<file path="src/rtl/uart_top_module.sv">
// UART loopback: 8-bit transmitter (start, 8 data LSB first, parity, stop) whose
// serial line feeds an on-chip receiver that checks parity and stop bit.
module uart_top_module #(
  parameter int unsigned CLK_FREQ = 50_000_000
) (
  input  logic       clk,
  input  logic       reset,
  input  logic       sent,
  input  logic       p_sel,
  input  logic [1:0] baud_sel,
  input  logic [7:0] d_in,
  output logic       error,
  output logic [7:0] rx,
  output logic       test
);

  localparam int unsigned CW = $clog2(CLK_FREQ / 9600 + 1);

  localparam logic [CW-1:0] BIT_9600   = CW'(CLK_FREQ / 9600);
  localparam logic [CW-1:0] BIT_19200  = CW'(CLK_FREQ / 19200);
  localparam logic [CW-1:0] BIT_38400  = CW'(CLK_FREQ / 38400);
  localparam logic [CW-1:0] BIT_115200 = CW'(CLK_FREQ / 115200);

  function automatic logic [CW-1:0] bit_period(input logic [1:0] sel);
    logic [CW-1:0] p;
    case (sel)
      2'b00:   p = BIT_9600;
      2'b01:   p = BIT_19200;
      2'b10:   p = BIT_38400;
      default: p = BIT_115200;
    endcase
    return p;
  endfunction

  typedef enum logic [2:0] {TX_IDLE, TX_START, TX_DATA, TX_PARITY, TX_STOP} tx_state_e;
  typedef enum logic [2:0] {RX_IDLE, RX_START, RX_DATA, RX_PARITY, RX_STOP} rx_state_e;

  tx_state_e     tx_state_q, tx_state_d;
  logic [CW-1:0] tx_cnt_q, tx_cnt_d;
  logic [CW-1:0] tx_period_q, tx_period_d;
  logic [2:0]    tx_idx_q, tx_idx_d;
  logic [7:0]    tx_data_q, tx_data_d;
  logic          tx_par_q, tx_par_d;
  logic          test_q, test_d;
  logic          tx_bit_end;
  logic          line;

  rx_state_e     rx_state_q, rx_state_d;
  logic [CW-1:0] rx_cnt_q, rx_cnt_d;
  logic [CW-1:0] rx_period_q, rx_period_d;
  logic [2:0]    rx_idx_q, rx_idx_d;
  logic [7:0]    rx_shift_q, rx_shift_d;
  logic          rx_perr_q, rx_perr_d;
  logic [7:0]    rx_data_q, rx_data_d;
  logic          error_q, error_d;
  logic          line_prev_q, line_prev_d;
  logic          rx_sample;

  // ---------------- transmitter ----------------
  always_ff @(posedge clk or negedge reset) begin
    if (!reset) begin
      tx_state_q  <= TX_IDLE;
      tx_cnt_q    <= '0;
      tx_period_q <= '0;
      tx_idx_q    <= '0;
      tx_data_q   <= '0;
      tx_par_q    <= 1'b0;
      test_q      <= 1'b0;
    end else begin
      tx_state_q  <= tx_state_d;
      tx_cnt_q    <= tx_cnt_d;
      tx_period_q <= tx_period_d;
      tx_idx_q    <= tx_idx_d;
      tx_data_q   <= tx_data_d;
      tx_par_q    <= tx_par_d;
      test_q      <= test_d;
    end
  end

  assign tx_bit_end = (tx_cnt_q == tx_period_q - CW'(1));

  always_comb begin
    tx_state_d  = tx_state_q;
    tx_cnt_d    = tx_cnt_q;
    tx_period_d = tx_period_q;
    tx_idx_d    = tx_idx_q;
    tx_data_d   = tx_data_q;
    tx_par_d    = tx_par_q;
    if (tx_state_q != TX_IDLE) begin
      tx_cnt_d = tx_bit_end ? '0 : tx_cnt_q + CW'(1);
    end
    case (tx_state_q)
      TX_IDLE: begin
        if (sent) begin
          tx_state_d  = TX_START;
          tx_cnt_d    = '0;
          tx_idx_d    = '0;
          tx_data_d   = d_in;
          tx_par_d    = (^d_in) ^ p_sel;
          tx_period_d = bit_period(baud_sel);
        end
      end
      TX_START: if (tx_bit_end) tx_state_d = TX_DATA;
      TX_DATA: begin
        if (tx_bit_end) begin
          if (tx_idx_q == 3'd7) tx_state_d = TX_PARITY;
          else                  tx_idx_d   = tx_idx_q + 3'd1;
        end
      end
      TX_PARITY: if (tx_bit_end) tx_state_d = TX_STOP;
      TX_STOP:   if (tx_bit_end) tx_state_d = TX_IDLE;
      default:   tx_state_d = TX_IDLE;
    endcase
  end

  always_comb begin
    line   = 1'b1;
    test_d = 1'b0;
    case (tx_state_q)
      TX_START:  line = 1'b0;
      TX_DATA:   line = tx_data_q[tx_idx_q];
      TX_PARITY: line = tx_par_q;
      TX_STOP:   test_d = tx_bit_end;
      default:   line = 1'b1;
    endcase
  end

  // ---------------- receiver ----------------
  always_ff @(posedge clk or negedge reset) begin
    if (!reset) begin
      rx_state_q  <= RX_IDLE;
      rx_cnt_q    <= '0;
      rx_period_q <= '0;
      rx_idx_q    <= '0;
      rx_shift_q  <= '0;
      rx_perr_q   <= 1'b0;
      rx_data_q   <= '0;
      error_q     <= 1'b0;
      line_prev_q <= 1'b1;
    end else begin
      rx_state_q  <= rx_state_d;
      rx_cnt_q    <= rx_cnt_d;
      rx_period_q <= rx_period_d;
      rx_idx_q    <= rx_idx_d;
      rx_shift_q  <= rx_shift_d;
      rx_perr_q   <= rx_perr_d;
      rx_data_q   <= rx_data_d;
      error_q     <= error_d;
      line_prev_q <= line_prev_d;
    end
  end

  // Edge is seen one cycle into the start bit, so the count starts at 1 and the
  // start-bit sample lands BIT/2 cycles after the line fell.
  assign rx_sample = (rx_state_q == RX_START)
                   ? (rx_cnt_q == (rx_period_q >> 1) - CW'(1))
                   : (rx_cnt_q == rx_period_q - CW'(1));

  always_comb begin
    rx_state_d  = rx_state_q;
    rx_cnt_d    = rx_cnt_q;
    rx_period_d = rx_period_q;
    rx_idx_d    = rx_idx_q;
    rx_shift_d  = rx_shift_q;
    rx_perr_d   = rx_perr_q;
    rx_data_d   = rx_data_q;
    error_d     = error_q;
    line_prev_d = line;
    if (rx_state_q != RX_IDLE) begin
      rx_cnt_d = rx_sample ? '0 : rx_cnt_q + CW'(1);
    end
    case (rx_state_q)
      RX_IDLE: begin
        if (line_prev_q && !line) begin
          rx_state_d  = RX_START;
          rx_cnt_d    = CW'(1);
          rx_period_d = bit_period(baud_sel);
        end
      end
      RX_START: begin
        if (rx_sample) begin
          rx_state_d = line ? RX_IDLE : RX_DATA;
          rx_idx_d   = '0;
        end
      end
      RX_DATA: begin
        if (rx_sample) begin
          rx_shift_d = {line, rx_shift_q[7:1]};
          if (rx_idx_q == 3'd7) rx_state_d = RX_PARITY;
          else                  rx_idx_d   = rx_idx_q + 3'd1;
        end
      end
      RX_PARITY: begin
        if (rx_sample) begin
          rx_perr_d  = line ^ (^rx_shift_q) ^ p_sel;
          rx_state_d = RX_STOP;
        end
      end
      RX_STOP: begin
        if (rx_sample) begin
          rx_data_d  = rx_shift_q;
          error_d    = rx_perr_q | ~line;
          rx_state_d = RX_IDLE;
        end
      end
      default: rx_state_d = RX_IDLE;
    endcase
  end

  always_comb begin
    rx    = rx_data_q;
    error = error_q;
    test  = test_q;
  end

endmodule

</file>
<file path="config.mk">
export PLATFORM = sky130hd
export DESIGN_NAME = uart_top_module
export DESIGN_NICKNAME = d
export VERILOG_FILES = /design/src/rtl/uart_top_module.sv
export SDC_FILE = /design/constraint.sdc
export NUM_CORES = 1
export LEC_CHECK = 0
export CORE_MARGIN = 10
export CORE_UTILIZATION = 62
export CTS_CLUSTER_DIAMETER = 150
export DETAILED_ROUTE_END_ITERATION = 8
export PLACE_DENSITY = 0.83
export SLEW_MARGIN = 25
export SYNTH_ARGS = -nofsm -noshare
export SYNTH_HDL_FRONTEND = slang
export SYNTH_SLANG_ARGS = --single-unit
export TNS_END_PERCENT = 10
</file>
<file path="constraint.sdc">
create_clock -name clk -period 12.2 [get_ports clk]
set_clock_uncertainty 0.1 [all_clocks]
set_input_delay 1.83 -clock clk [delete_from_list [all_inputs] [get_ports clk]]
set_output_delay 1.83 -clock clk [all_outputs]
set_load 0.05 [all_outputs]
</file>
**After elaboration in Yosys (flattened, before gate mapping)**

Index checks and enable logic that the tools add are counted.

- Register bits: 93
- Bits of input ports: 14
- Output and inout bits: 10
- Logic and storage cells: 114

- Add/sub/neg operators: 7
- Order comparisons: 1
- Eq/ne operators: 29
- Muxes and demuxes: 36
- Bitwise logic cells: 5
- Reduce and logical (&&, ||, !) cells: 20

Operators with widths:

| kind | number |
|---|---|
| 2-to-1 mux 13 bit | 8 |
| 2-to-1 mux 3 bit | 17 |
| equality test 13 bit | 3 |
| one-hot mux 13 bit (3 select lines) | 1 |
| one-hot mux 3 bit (5 select lines) | 2 |
| != test 2 bit (second input constant) | 14 |
| adder 13 x 1 -> 13 bit (second input constant) | 2 |
| subtractor 13 x 1 -> 13 bit (second input constant) | 2 |
| parity 8 bit | 2 |
| subtractor 12 x 1 -> 13 bit (second input constant) | 1 |
| equality test 3 x 2 -> 1 bit (second input constant) | 4 |
| equality test 3 bit (second input constant) | 4 |
| one-hot mux 3 bit (2 select lines) | 2 |
| AND reduction 6 bit | 2 |
| AND reduction 2 bit | 5 |
| AND reduction 4 bit | 2 |
| adder 3 x 1 -> 3 bit (second input constant) | 2 |
| equality test 3 x 1 -> 1 bit (second input constant) | 2 |
| zero test 3 bit | 2 |
| nonzero test 3 bit | 2 |
| < comparator 3 x 4 -> 1 bit (second input constant) | 1 |
| nonzero test 2 bit | 2 |
| binary-select mux 1 bit (select 3 bit) | 1 |
| 2-to-1 mux 1 bit | 3 |
| 10 further kinds | 12 |

**Longest topological paths before layout**

- Depth after elaboration: 7
- Depth in mapped cells: 14
- Depth with buffers taken out: 12

**Least setup slack after synthesis**

OpenSTA, ideal clock, no wires.

- Path kind: register to register
- From: register rx_state_q[1]
- To: register rx_shift_q[0]
- Library setup time: 0.125 ns
- Arrival time: 3.676 ns
- Data required time: 11.975 ns
- Setup slack: 8.299 ns
- Cell stages (with the launch flop): 14
- Buffers on the path: 2
- Clock period less this slack: 3.901 ns
- Cells stage by stage: dfrtp_1 > buf_2 > nor3b_4 > buf_2 > mux2i_1 > ha_1 > nor4b_1 > nand2_1 > nand4b_1 > xnor2_1 > a2111oi_2 > nand4_2 > nor3_4 > mux2_2

- Cells in the longest elaborated chain, start to end: 3
- Elaborated cells between the ends (all ways): 4
- Those cells by class: eq/ne: 2; mux: 1; reduce/logical: 1

RTL lines:

| item | RTL line | RTL |
|---|---|---|
| from (decl) | 48 | `rx_state_e rx_state_q, rx_state_d;` |
| from (signal assigned) | 141 | `rx_state_q <= rx_state_d;` |
| equality test 3 x 1 -> 1 bit | 155 | `assign rx_sample = (rx_state_q == RX_START)` |
| 2-to-1 mux 1 bit | 156 | `? (rx_cnt_q == (rx_period_q >> 1) - CW'(1))` |
| AND reduction 2 bit (no line) (*) | -- |  |
| to (signal assigned) | 145 | `rx_shift_q <= rx_shift_d;` |
| to (decl) | 52 | `logic [7:0] rx_shift_q, rx_shift_d;` |

Mark *: on every way between the ends. The rest lies on a longest branch, timed or not.
A chain may end at the register's enable or synchronous reset.

**Final worst setup path**

- From: register rx_state_q[0]
- To: register rx_shift_q[6]

The elaborated chain is that of the path after synthesis.

==> key figures <==
Outcome
  – Status: complete, no violations

STA
  – Hold Violations, Final: 0
  – Final setup fails: 0
  – Final setup TNS: 0 ns
  – Final min period: slightly below 5 ns
  – Final period util: 0.4002
  – Maximum clock frequency: approximately 200 MHz
  – RSZ-0062 raised after global routing: false
  – Worst Tran Pin Value: 0.9427 ns
  – Fin worst setup slack: approximately 7.3 ns
  – Slew Limit Headroom: 0.3700
  – Slew Viols, Final: 0

Placement
  – Placed Area: around 5400 sq um
  – Routability Congestion: 0.8876
  – IO Port Bufs: 23
  – HPWL Detailed: approximately 7600 microns
  – Pre-CTS WS: a little over 7 ns

Global route
  – Total Routing Usage GR: 0.1745
  – Vias in the first global route: 3837
  – Largest net degree at the start of global routing: 86
  – Antenna violations before repair: 0
  – First-pass GRT wire length: 18460 microns
  – Remaining global-route overflow: 0

Job
  – Max Cap Violations: 0

Die
  – Site row count: 33
  – Initial core utilization: 0.6282
  – Die height: about 110 microns
  – Die width: about 110 microns
  – Die area: about 12000 sq um
  – Io pins: 24
  – Core ar.: 8134 sq um

Yosys
  – Most frequent cell after synthesis: dfrtp_1
  – Most used flip-flop cell after synthesis: dfrtp_1
  – Post-synthesis sequential area ratio: 0.4165
  – Ys Warns: 0
  – Top cell type's share of synthesized area: 0.4114
  – Leading area contributor after synthesis: dfrtp_1
  – Cell count after synthesis: slightly above 500
  – Mapped Area: 5110 sq um
  – Distinct cells, synth: 75
  – Synthesized area per cell: between 9 and 10 sq um
  – Syn Nets: ~550
  – Flops & latches, synth: 85
  – Synth cell count leaders: 84 x dfrtp_1, 53 x nor2_1, 48 x nand2_1
  – FFs w/ async S/R, synth: 1.000
  – Post-synth EDFFs: 0
  – Top post-synthesis cells by area: dfrtp_1 41%, xnor2_1 6.9%, mux2_2 6.8%

Setup path
  – Critical path's top delay family: simple AND/OR/NAND/NOR gates
  – Crit Path Class: flip-flop to flip-flop
  – Setup crit start kind: flip-flop
  – CP max stage cell: dfrtp_1
  – Crit-path max FO: 17
  – CP peak stage delay: between 0.6 and 0.7 ns
  – Crit end category: flip-flop
  – Critical path arrival: 5.03 ns
  – Crit path cell chain: nor3b_4 > mux2i_1 > ha_1 > nor4b_1 > nand2_1 > nand4b_1 > xnor2_1 > a2111oi_2 > nand4_2 > nor3_4 > mux2_2
  – Required @ worst endpoint: around 12 ns
  – WP buf/inv: 0

Clocking
  – Clock Latency Late Sink: approximately 0.36 ns
  – Inserted Clock Buffers: 9
  – Hold_buf cts: 0
  – Post-CTS setup buffer count: 0
  – Post-CTS Resized: 0
  – Clock root buffer: clkbuf_8
  – CTS H-Tree Depth: 3
  – Clock tree buffer depth: 2
  – CTS sink count: between 80 and 90
  – CTS tree: built
  – Reg clk slew, reported paths: around 0.09 ns

Pwr
  – Maximum VDD drop: ~0.078 mV
  – Net Sw Frac: 0.2544
  – P_sw: 125.9 uW
  – Pleak: ~0.0024 uW
  – Power share of the clock group: 0.382
  – Comb pwr share: 0.044
  – Sequential power share: 0.574
  – Internal: between 300 and 400 uW
  – Pwr dens: approximately 90 nW/um^2
  – Design Power: 494.7 uW

Min path
  – Worst min-delay path class: flip-flop to flip-flop

Detailed routing
  – Drt pass-1 iters: 5
  – DRC: 0
  – Remaining antenna violation count: 0
  – Final WL: 10600 microns
  – 1st-iter DRT viols: 217
  – Avg WL per Cell: about 17 microns
  – DR vias/cell: 6.025
  – Total vias in the final route: between 3000 and 4000

Layout
  – Post-Layout Inst Area: around 5600 sq um
  – Layout area overhead: 8.741%
  – Antenna cells: 0
  – Nets: 559
  – Share of layout cells above drive strength 1: 0.1266
## worst register-to-register path, delay by kind of cell, from the launching register on
family                   cells  cell delay [ns]
adder cells (fa/ha/maj)      1             0.25
AND/OR/NAND/NOR              6             2.54
XOR/XNOR                     1             0.18
flip-flops                   1             0.65
AO/OA/AOI/OAI                1             0.39
multiplexers                 2             0.67
## area by class of cell
type	instances	area (sq um)
clock buffer	9	123.9
clock inverter	7	57.56
fill	589	2577
inverter	19	71.32
multi-input combinational	393	2805
sequential	85	2128
tap	105	131.4
timing repair buffer	24	239.0
## flip-flops by register name, summed over array words and instances (netlist names), 8 cells and up
register	cells
rx_cnt_q	13
rx_shift_q	8
tx_cnt_q	13
tx_period_q	9
tx_data_q	8
rx_period_q	9
rx	8
## final timing paths
path | startpoint | endpoint | slack, ns | depth (start not counted)
setup / recovery | rx_state_q[0] | rx_shift_q[6] | 7.32 | 11
hold / removal | tx_par_q | tx_par_q | 0.41 | 2
setup reg to reg | rx_state_q[0] | rx_shift_q[6] | 7.32 | 11
hold reg to reg | tx_par_q | tx_par_q | 0.41 | 2
max in group asynchronous | reset | rx_state_q[2] | 10.08 | 1
min in group asynchronous | reset | tx_cnt_q[10] | 1.39 | 1
## logic make-up (layout without fill, tap and decap cells)
kind of cell	after synthesis	count (layout)	share of synthesized area
XOR/XNOR	61	61	0.1046
AO/OA/AOI/OAI	84	84	0.1134
adder cells (fa/ha/maj)	13	13	0.03183
flip-flops	85	85	0.4165
AND/OR/NAND/NOR	193	193	0.2045
buffers and inverters	41	59	0.03453
multiplexers	42	42	0.09476
## power by group through the flow
stage	logic (uW)	clock network [uW]	registers [uW]
floorplan	10.6	0	288
global placement	21.4	0	289
detailed placement	22.2	0	289
CTS	22.3	195	284
global route	24.5	204	284
finish	21.8	189	284
## routing by layer
metal  share of wire  vias up  global-route usage
met5               0        -                   0
met4           0.016        0             0.06337
met3           0.047       17             0.03734
met2            0.49      100              0.2807
met1            0.45     1881              0.2251
li1                -     1870                   -
## through the flow
step,utilization,hold slack [ns],instances
detailed placement,0.6604,0.3910,626
global route,0.6831,0.4341,642
floorplan,-,0.3501,519
CTS,0.6827,0.4164,642
finish,0.6831,0.4097,642
global placement,0.6604,0.3656,626
## placed cells by master, fill, tap and decap left out, types with 3 or more instances in the layout
cell / n
nand2_1: 48
xor2_1: 21
mux2i_1: 9
nor4bb_1: 3
or2_2: 3
nand3_1: 15
nor4_1: 5
mux2_2: 31
o21ai_0: 22
clkdlybuf4s50_1: 22
a21oi_1: 15
nor2_1: 53
ha_1: 13
nor3_1: 8
and3_1: 4
xnor2_1: 40
nand4_1: 10
o21ai_1: 3
a31oi_1: 3
inv_6: 3
nand3b_1: 3
nand4b_1: 6
o21a_1: 3
nand2b_1: 6
dfrtp_1: 84
nor4b_1: 4
or3_1: 3
clkbuf_8: 9
nor3b_1: 3
and2_1: 4
inv_1: 19
o211ai_1: 3
Power figures use the tool's default switching activity.
